$ cat src/rtl/ifetch_pkg.sv
// rtl/ifetch_pkg.sv - shared constants and types for the instruction-fetch unit
package ifetch_pkg;

    localparam int unsigned INSTR_W = 32;
    localparam int unsigned XLEN    = 64;
    localparam int unsigned PC_STEP = 4;

    typedef enum logic {
        BOOT = 1'b0,
        RUN  = 1'b1
    } fetch_state_t;

    typedef struct packed {
        logic [XLEN-1:0]    pc;
        logic [INSTR_W-1:0] instr;
    } fq_entry_t;

endpackage

$ cat src/rtl/ifetch_unit_fetch_queue.sv
// rtl/ifetch_unit_fetch_queue.sv - synchronous FIFO of fetched {pc, instr} entries with flush
module fetch_queue
    import ifetch_pkg::*;
#(
    parameter int DEPTH = 4,
    localparam int PTR_W = $clog2(DEPTH)
) (
    input  logic             clk,
    input  logic             reset,
    input  logic             push,
    input  fq_entry_t        push_data,
    input  logic             pop,
    input  logic             flush,
    output logic             full,
    output logic             empty,
    output logic [PTR_W:0]   count,
    output fq_entry_t        head
);

    localparam logic [PTR_W:0] DEPTH_C = (PTR_W+1)'(DEPTH);

    fq_entry_t        mem [DEPTH];
    logic [PTR_W-1:0] wr_ptr;
    logic [PTR_W-1:0] rd_ptr;
    logic             do_push;
    logic             do_pop;

    assign full    = (count == DEPTH_C);
    assign empty   = (count == '0);
    assign do_push = push && !full && !flush;
    assign do_pop  = pop && !empty && !flush;
    assign head    = mem[rd_ptr];

    // Storage carries no reset; head is qualified by empty downstream.
    always_ff @(posedge clk) begin
        if (do_push) begin
            mem[wr_ptr] <= push_data;
        end
    end

    always_ff @(posedge clk or posedge reset) begin
        if (reset) begin
            wr_ptr <= '0;
            rd_ptr <= '0;
            count  <= '0;
        end else if (flush) begin
            wr_ptr <= '0;
            rd_ptr <= '0;
            count  <= '0;
        end else begin
            if (do_push) begin
                wr_ptr <= wr_ptr + PTR_W'(1);
            end
            if (do_pop) begin
                rd_ptr <= rd_ptr + PTR_W'(1);
            end
            case ({do_push, do_pop})
                2'b10:   count <= count + (PTR_W+1)'(1);
                2'b01:   count <= count - (PTR_W+1)'(1);
                default: count <= count;
            endcase
        end
    end

endmodule

$ cat src/rtl/ifetch_unit.sv
// rtl/ifetch_unit.sv - fetch PC, icache request logic and decode-facing fetch queue
// Optional fetch/stall statistics counters under IFETCH_STATS_EN.
module ifetch_unit
    import ifetch_pkg::*;
#(
    parameter logic [63:0] RESET_PC = 64'h0,
    parameter int          FQ_DEPTH = 4,
    localparam int         PTR_W    = $clog2(FQ_DEPTH)
) (
    input  logic                clk,
    input  logic                reset,
    output logic [XLEN-1:0]     icache_addr,
    output logic                icache_read_en,
    input  logic [INSTR_W-1:0]  icache_data,
    input  logic                icache_stall,
    input  logic                redirect_valid,
    input  logic [XLEN-1:0]     redirect_pc,
    output logic                out_valid,
    input  logic                out_ready,
    output logic [XLEN-1:0]     out_pc,
    output logic [INSTR_W-1:0]  out_instr
`ifdef IFETCH_STATS_EN
    ,
    output logic [63:0]         stat_fetches,
    output logic [63:0]         stat_stall_cycles
`endif
);

    fetch_state_t    state;
    logic [XLEN-1:0] pc;
    logic            fetch_hit;
    logic            pop;
    logic            fq_full;
    logic            fq_empty;
    logic [PTR_W:0]  fq_count;
    fq_entry_t       fq_head;
    fq_entry_t       fq_wdata;

    assign icache_addr    = pc;
    assign icache_read_en = (state == RUN) && !fq_full && !redirect_valid;
    assign fetch_hit      = icache_read_en && !icache_stall;
    assign pop            = out_valid && out_ready;
    assign out_valid      = (fq_count != '0);
    assign out_pc         = fq_empty ? '0 : fq_head.pc;
    assign out_instr      = fq_empty ? '0 : fq_head.instr;
    assign fq_wdata       = '{pc: pc, instr: icache_data};

    always_ff @(posedge clk or posedge reset) begin
        if (reset) begin
            state <= BOOT;
            pc    <= RESET_PC;
        end else begin
            if (state == BOOT) begin
                state <= RUN;
            end
            // Redirect wins over fetch; low address bits are dropped.
            if (redirect_valid) begin
                pc <= redirect_pc & ~XLEN'(3);
            end else if (fetch_hit) begin
                pc <= pc + XLEN'(PC_STEP);
            end
        end
    end

    fetch_queue #(
        .DEPTH (FQ_DEPTH)
    ) u_fetch_queue (
        .clk       (clk),
        .reset     (reset),
        .push      (fetch_hit),
        .push_data (fq_wdata),
        .pop       (pop),
        .flush     (redirect_valid),
        .full      (fq_full),
        .empty     (fq_empty),
        .count     (fq_count),
        .head      (fq_head)
    );

`ifdef IFETCH_STATS_EN
    always_ff @(posedge clk or posedge reset) begin
        if (reset) begin
            stat_fetches      <= '0;
            stat_stall_cycles <= '0;
        end else begin
            if (fetch_hit) begin
                stat_fetches <= stat_fetches + 64'd1;
            end
            if (icache_read_en && icache_stall) begin
                stat_stall_cycles <= stat_stall_cycles + 64'd1;
            end
        end
    end
`endif

endmodule

$ cat config.mk
export PLATFORM = sky130hd
export DESIGN_NAME = ifetch_unit
export DESIGN_NICKNAME = d
export VERILOG_FILES = /design/src/rtl/ifetch_pkg.sv /design/src/rtl/ifetch_unit_fetch_queue.sv /design/src/rtl/ifetch_unit.sv
export SDC_FILE = /design/constraint.sdc
export NUM_CORES = 1
export LEC_CHECK = 0
export CAP_MARGIN = 25
export CORE_ASPECT_RATIO = 1.1
export CORE_MARGIN = 1.5
export CORE_UTILIZATION = 59
export DETAILED_ROUTE_END_ITERATION = 8
export PLACE_DENSITY = 0.9
export SYNTH_ARGS = -nofsm -noshare
export SYNTH_HDL_FRONTEND = slang
export SYNTH_SLANG_ARGS = --single-unit
$ cat constraint.sdc
create_clock -name clk -period 11.82 [get_ports clk]
set_clock_uncertainty 0.2 [all_clocks]
set_input_delay 2.364 -clock clk [delete_from_list [all_inputs] [get_ports clk]]
set_output_delay 2.364 -clock clk [all_outputs]
set_load 0.005 [all_outputs]
==> results of run 1 <==
[cells in the final DEF, fill, tap and decap left out, types with 15 or more instances in the layout]
master / count
o21ai_0: 35
nor2_1: 35
and2_1: 98
dfrtp_1: 68
clkdlybuf4s50_1: 255
o211ai_1: 16
nand3_1: 28
nand2_1: 77
clkbuf_16: 45
nand4_1: 24
mux4_2: 94
edfxtp_1: 376
o311ai_0: 15
[power by group]
group	total, mW	internal (mW)	leakage (nW)	switching (mW)
clock network	1.37	0.802	0.700	0.565
registers	1.90	1.80	4.26	0.105
logic	0.990	0.572	2.66	0.418
total	4.26	3.17	7.63	1.09
[sequential cells by signal (all words and copies together), names as in the netlist]
name                  flops
icache_addr              62
u_fetch_queue.mem       376
u_fetch_queue.rd_ptr      2
u_fetch_queue.count       3
state                     1
u_fetch_queue.wr_ptr      2
[cells by family after synthesis]
kind of cell,after synthesis,synth area share [%]
flops,446,70.4
simple gates,338,10.1
compound gates,128,4.86
mux,99,11.7
buf+inv,74,1.79
xor+xnor,13,0.615
fa+ha+maj,6,0.446
other cells,2,0.0406
[metal layers]
metal,share of wire [%],vias up
li1,-,4890
met1,38,5800
met2,50,623
met3,8.9,110
met4,2.7,6
met5,0.092,-
[cell usage after synthesis, types with 15 or more instances]
| cell type | number |
|---|---|
| o211ai_1 | 16 |
| clkbuf_1 | 39 |
| o311ai_0 | 15 |
| o21ai_0 | 35 |
| nor2_1 | 36 |
| mux4_2 | 94 |
| nand2_1 | 77 |
| and2_1 | 102 |
| edfxtp_1 | 376 |
| dfrtp_1 | 70 |
| nand3_1 | 28 |
| nand4_1 | 24 |
[worst paths after layout]
path | end | start | depth (start not counted)
max | icache_read_en | redirect_valid | 4
min | u_fetch_queue.wr_ptr[0] | u_fetch_queue.wr_ptr[0] | 1
min in group asynchronous | icache_addr[20] | reset | 3
max in group asynchronous | u_fetch_queue.rd_ptr[0] | reset | 4
max reg2reg | u_fetch_queue.count[1] | u_fetch_queue.count[0] | 7
min reg2reg | u_fetch_queue.wr_ptr[0] | u_fetch_queue.wr_ptr[0] | 1
[area by class of cell]
type,instances,area (sq um),share of cell area (%)
Clock inverter,25,230,1.00
Sequential cell,446,13100,56.9
Clock buffer,53,1190,5.17
Inverter,12,45.0,0.196
Tap cell,414,518,2.26
Multi-Input combinational cell,589,5190,22.6
Timing Repair Buffer,270,2740,11.9
[stage by stage]
stage	cell area [sq um]	std cells	power, mW
finish	23000	1809	4.26
global route	23000	1809	4.42
CTS	22800	1805	4.25
detailed placement	21400	1727	2.90
global placement	21400	1727	2.87
floorplan	18500	1109	2.33
==> results.ini, run 1 <==
[outcome]
status=complete, no violations

[global_routing]
grt_use_met1_pct=36.0
grt_pass1_wl_um=67200
grt_usage_pct=27.7
met2_usage_pct=46.5
grt.overflow.total=0
grt_pass1_vias=11789
use_met3_pct=6.30
grt_max_degree=99
antenna_found_initial=3
globalRoute.busiestLayer=met2

[final_layout]
area_delta_synth_final_pct=23.9
diodes=0
drive_above_1_share_pct=15.0
nets=1469
fin_util_pct=74.8
n_fill_cell=1776

[setup_path]
worstPathArrival_ns=3.94
slowest_stage=buf_2
path_max_fanout=42
crit_required_ns=9.26
cp_top_family=buffers and inverters
cp-end-kind=primary output
reg2reg_slack_ns=8.28
path_buf_inv=2
worstSetupPathType=in2out
worstSetupStartpointType=primary input
cp_slowest_stage_delay_ns=0.65
crit_chain=buf_2 -> nand2b_1 -> a21oi_1 -> clkdlybuf4s50_1

[floorplanning]
die_w_um=172
fp-row-count=67
dieArea_sq_um=32500
die_h_um=189
coreArea_sq_um=30700
boundaryPins=263
initial_core_util_pct=60.4

[cts]
cts_tree=yes
cts.clk_slew.worst_paths_ns=0.06
cts_buffers=43
cts_resized=0
ctsHtreeMaxLevel=2
post_cts_buffers=0
worstSkewPairLatency_ns=0.54
holdBufCountCts=0
cts.sinks=446
cts_buffer_depth=3
cts-root-buf=clkbuf_16

[power_and_ir_drop]
leakage_nw=7.63
powerDensity_nw_per_um2=185
ir_drop_mv=0.168

[yosys]
synth_top_area_share_pct=61.0
ys_ff_latch=446
synth_cell_types=59
synth.avg_cell_area_sq_um=16.7
synth_edf_count=376
syn_area_sq_um=18500
synth_area_leader_cell=edfxtp_1
yosysWarnings=0
synth-main-ff-cell=edfxtp_1
synth.area.top_cells=edfxtp_1, mux4_2, dfrtp_1, and2_1, nand2_1
synthArstFlopShare_pct=15.7
ys_seq_area_share_pct=70.4
syn_inst=1106

[sta]
fin_ws_ns=5.32
final.period_utilization_pct=55.0
hold_viol_final=0
min_period_ns=6.50
grt_setup_unrepaired=no
worstMarginPinSlew_ns=1.02
fin_setup_tns_ns=0
final_max_slew_viol_count=0
fmax_mhz=154
holdWs_ns=0.395
final-setup-viol-count=0
timing.slew.headroom_pct=32.3

[placement]
gp_congestion=0.834
portBuffers=256
dpl.hpwl_um=27000
dp_worst_setup_slack_ns=5.38

[flow_run]
max-cap-violations=0

[route]
drt_pass1_iterations=5
vias_per_cell=6.32
antenna_left=0
wl_per_cell_um=24.8
drt_iter0_markers=1162
postRouteWirelength_um=44800
num_vias=11429
drc=0

[hold_path]
hp-class=reg2reg

Note: power is estimated with default switching activity, not from simulation.
==> inputs of run 2 (changes only) <==
CORE_UTILIZATION = 55   (was 59)
PLACE_DENSITY = 0.85   (was 0.9)
clock period = 6.6 ns   (was 11.82 ns; I/O delays follow)
==> run 2 against run 1 <==
Net effect: clock-buffer cell count up 8; sequential cell count unchanged; power up 77%; core utilization down 5.6 points; cell count up 1.3%; global-route usage down 2.6 points; die area up 7.1%; critical endpoint is now out_pc[46]; largest power group unchanged.
==> results.ini, run 2 (synthesized netlist as in run 1, its figures left out) <==
[route]
drt_pass1_iterations=5
drc=0
wl_per_cell_um=23.5
drt_iter0_markers=1015
num_vias=11211
postRouteWirelength_um=43100
antenna_left=0
vias_per_cell=6.12

[setup_path]
reg2reg_slack_ns=3.16
worstSetupStartpointType=flip-flop
worstPathArrival_ns=3.25
worstSetupPathType=reg2out
path_max_fanout=56
r2r_end=u_fetch_queue.count[1]
regToRegStartpoint=u_fetch_queue.count[0]
r2r_cells=7
cp-end-kind=primary output
crit_required_ns=5.08

[sta]
grt_setup_unrepaired=no
final.period_utilization_pct=72.3
timing.slew.headroom_pct=35.5
final_max_slew_viol_count=0
worstMarginPinSlew_ns=0.967
fin_setup_tns_ns=0
hold_viol_final=0
fmax_mhz=210
final-setup-viol-count=0
min_period_ns=4.77

[floorplanning]
coreArea_sq_um=33200
dieArea_sq_um=34800
fp-row-count=70
die_w_um=178
boundaryPins=263
initial_core_util_pct=55.8
die_h_um=195

[placement]
dpl.hpwl_um=26500
gp_congestion=0.864
portBuffers=256
place_inst=1750

[global_routing]
grt.overflow.total=0
grt_pass1_wl_um=65500
use_met3_pct=4.83
met2_usage_pct=41.3
grt_max_degree=99
antenna_found_initial=3
grt_pass1_vias=11375
grt_use_met1_pct=33.8
globalRoute.busiestLayer=met2
grt_usage_pct=25.1

[cts]
cts-root-buf=clkbuf_16
post_cts_buffers=0
holdBufCountCts=0
cts_tree=yes
cts_resized=0
cts_buffers=43
ctsHtreeMaxLevel=2
cts_buffer_depth=3
cts.clk_slew.worst_paths_ns=0.06
worstSkewPairLatency_ns=0.53
cts.sinks=446

[hold_path]
hold_path.startpoint=u_fetch_queue.wr_ptr[0]
min_to=u_fetch_queue.wr_ptr[0]
hp-class=reg2reg
whs_path_depth=1

[flow_run]
max-cap-violations=0

[power_and_ir_drop]
powerDensity_nw_per_um2=328
leakage_nw=7.63
ir_drop_mv=0.253

[final_layout]
final_common_cell=edfxtp_1
area_delta_synth_final_pct=24.1
largest-register=u_fetch_queue.mem
drive_above_1_share_pct=15.2
largest_register_ffs=376
layoutNonFillerInstCount=1833
nets=1472
final_cell_mix=edfxtp_1, clkdlybuf4s50_1, and2_1, mux4_2, nand2_1

[outcome]
status=complete, no violations

==> run 2: worst max-delay path, stage by stage (launching register included) <==
cell,delay (ns)
dfrtp_4,0.96
buf_12,0.49
mux4_2,0.58
and2_1,0.19
clkdlybuf4s50_1,0.45
==> run 2: layout make-up <==
class | instances | area (sq um)
sequential | 446 | 13100
fill | 2136 | 10200
multi-input combinational | 589 | 5190
timing repair buffer | 273 | 2770
clock buffer | 61 | 1220
tap | 432 | 541
clock inverter | 18 | 159
inverter | 12 | 46.3
antenna | 2 | 5.00
==> run 2: layer usage <==
layer	share of wire [%]	vias up
met4	3.1	4
li1	-	4901
met3	8.3	105
met1	39	5629
met2	49	572
met5	0.065	-
==> run 2: how the worst max path moves through the flow <==
stage                                          to                     from  cells after the start  slack (ns)
after detailed placement   u_fetch_queue.count[1]             icache_stall                      7        2.07
after global routing                   out_pc[46]  u_fetch_queue.rd_ptr[0]                      4        1.57
after CTS                              out_pc[46]  u_fetch_queue.rd_ptr[0]                      4        1.69
after floorplan           u_fetch_queue.mem[0][0]           redirect_valid                      6        1.17
final                                  out_pc[46]  u_fetch_queue.rd_ptr[0]                      4        1.83
after global placement     u_fetch_queue.count[1]             icache_stall                      7        2.22
==> run 2: report_power, final <==
part           internal, mW  switching, mW  total [mW]
combinational          1.02          0.707        1.73
clock                  1.38           1.01        2.39
sequential             3.22          0.202        3.42
total                  5.62           1.92        7.53
==> run 2: through the flow <==
step | power (mW) | utilization, % | area [sq um] | setup slack (ns) | hold WS, ns
final | 7.53 | 69.2 | 23000 | 1.83 | 0.368
after global routing | 7.82 | 69.2 | 23000 | 1.57 | 0.391
after CTS | 7.56 | 69.1 | 22900 | 1.69 | 0.371
after detailed placement | 5.19 | 64.9 | 21500 | 2.07 | 0.362
after global placement | 5.15 | 64.7 | 21500 | 2.22 | 0.337
after floorplan | 4.17 | - | 18500 | 1.17 | 0.313
==> inputs of run 3 (changes only) <==
clock period = 4.5 ns   (was 6.6 ns; I/O delays follow)
==> run 3 against run 2 <==
Net effect: global-route usage is 0.53 points higher; critical path depth stayed put; wire length is 1.2% higher; power rose by 46%; sequential power grew 45%; core utilization barely moved; sequential share of layout area about the same; clock power grew 46%; die area unchanged; worst setup slack got worse by 1.2 ns; first-iteration DRC count rose by 11%; non-clock buffer count up 4; largest cell class unchanged; highest routed layer unchanged.
==> results.ini, run 3 (synthesized netlist as in run 1, its figures left out) <==
[outcome]
status=complete, no violations

[setup_path]
crit_chain=buf_4 -> mux4_2 -> and2_1 -> clkdlybuf4s50_1
path_max_fanout=34
cp_top_family=buffers and inverters
slowest_stage=dfrtp_4
cp-end-kind=primary output
reg2reg_slack_ns=1.36
crit_required_ns=3.40
cp_slowest_stage_delay_ns=0.76
worstSetupPathType=reg2out
worstSetupStartpointType=flip-flop
path_buf_inv=2
worstPathArrival_ns=2.76

[power_and_ir_drop]
comb_power_share_pct=22.9
switching_share_pct=25.2
ir_drop_mv=0.322
total_power_mw=11.0
clockPowerShare_pct=31.8
leakage_nw=7.62
seq_power_share_pct=45.2
netSwitchingPower_mw=2.77
intPower_mw=8.23
powerDensity_nw_per_um2=479

[sta]
min_period_ns=3.86
fmax_mhz=259
final.period_utilization_pct=85.7
final-setup-viol-count=0
timing.slew.headroom_pct=34.2
fin_ws_ns=0.645
final_max_slew_viol_count=0
worstMarginPinSlew_ns=0.987
fin_setup_tns_ns=0
holdWs_ns=0.399
grt_setup_unrepaired=no
hold_viol_final=0

[route]
postRouteWirelength_um=43600
wl_per_cell_um=23.8
antenna_left=0
drt_iter0_markers=1129
drt_pass1_iterations=6
vias_per_cell=6.16
drc=0
num_vias=11287

[cts]
ctsHtreeMaxLevel=2
cts-root-buf=clkbuf_16
cts_resized=0
cts.clk_slew.worst_paths_ns=0.06
holdBufCountCts=0
cts_buffer_depth=3
cts.sinks=446
post_cts_buffers=0
cts_buffers=43
cts_tree=yes
worstSkewPairLatency_ns=0.54

[floorplanning]
initial_core_util_pct=55.8
die_w_um=178
fp-row-count=70
dieArea_sq_um=34800
die_h_um=195
boundaryPins=263
coreArea_sq_um=33200

[final_layout]
design_area_sq_um=23000
largest_register_ffs=376
area_delta_synth_final_pct=24.1
nets=1476
final_common_cell=edfxtp_1
final_cell_mix=edfxtp_1, clkdlybuf4s50_1, and2_1, mux4_2, nand2_1
layoutNonFillerInstCount=1832
n_fill_cell=2127
fin_util_pct=69.2
drive_above_1_share_pct=14.7
largest-register=u_fetch_queue.mem

[placement]
portBuffers=256
place_inst=1756
dpl.hpwl_um=27200
dpl-instance-area_sq_um=21600
gp_congestion=0.837
dp_worst_setup_slack_ns=0.826

[global_routing]
grt_max_degree=99
grt.overflow.total=0
grt_pass1_wl_um=66800
antenna_found_initial=3
grt_usage_pct=25.6
grt_pass1_vias=11566

[flow_run]
max-cap-violations=0

[hold_path]
hp-class=reg2reg

==> run 3: path summary, 6_finish.rpt <==
kind	start	to	cells after the start
setup / recovery	u_fetch_queue.rd_ptr[1]	out_pc[30]	4
hold / removal	u_fetch_queue.wr_ptr[0]	u_fetch_queue.wr_ptr[0]	1
setup reg to reg	icache_addr[14]	icache_addr[57]	6
hold reg to reg	u_fetch_queue.wr_ptr[0]	u_fetch_queue.wr_ptr[0]	1
max in group asynchronous	reset	icache_addr[57]	3
min in group asynchronous	reset	icache_addr[17]	2
==> run 3: layout make-up <==
type,instances,area (sq um),share of cell area [%]
flip-flops and latches,446,13100,56.8
multi-input cells,589,5190,22.6
repair buffers,277,2790,12.1
clock buffers,55,1160,5.06
well taps,432,541,2.35
clock inverters,18,189,0.822
inverters,12,46.3,0.202
diodes,3,7.51,0.0327
==> run 3: power by group through the flow <==
stage / logic [mW] / registers (mW) / clock network [mW]
finish: 2.52 / 4.97 / 3.50
global route: 2.72 / 5.01 / 3.70
CTS: 2.58 / 4.97 / 3.55
detailed placement: 2.56 / 5.06 / 0
global placement: 2.52 / 5.03 / 0
floorplan: 1.16 / 4.96 / 0
==> run 3: layer usage <==
metal / track usage, % / up-vias / part of all wire (%)
met5: 0 / - / 0.030
met4: 8.53 / 2 / 2.7
met3: 4.93 / 88 / 8.3
met2: 42.4 / 556 / 50
met1: 34.3 / 5724 / 39
li1: - / 4917 / -
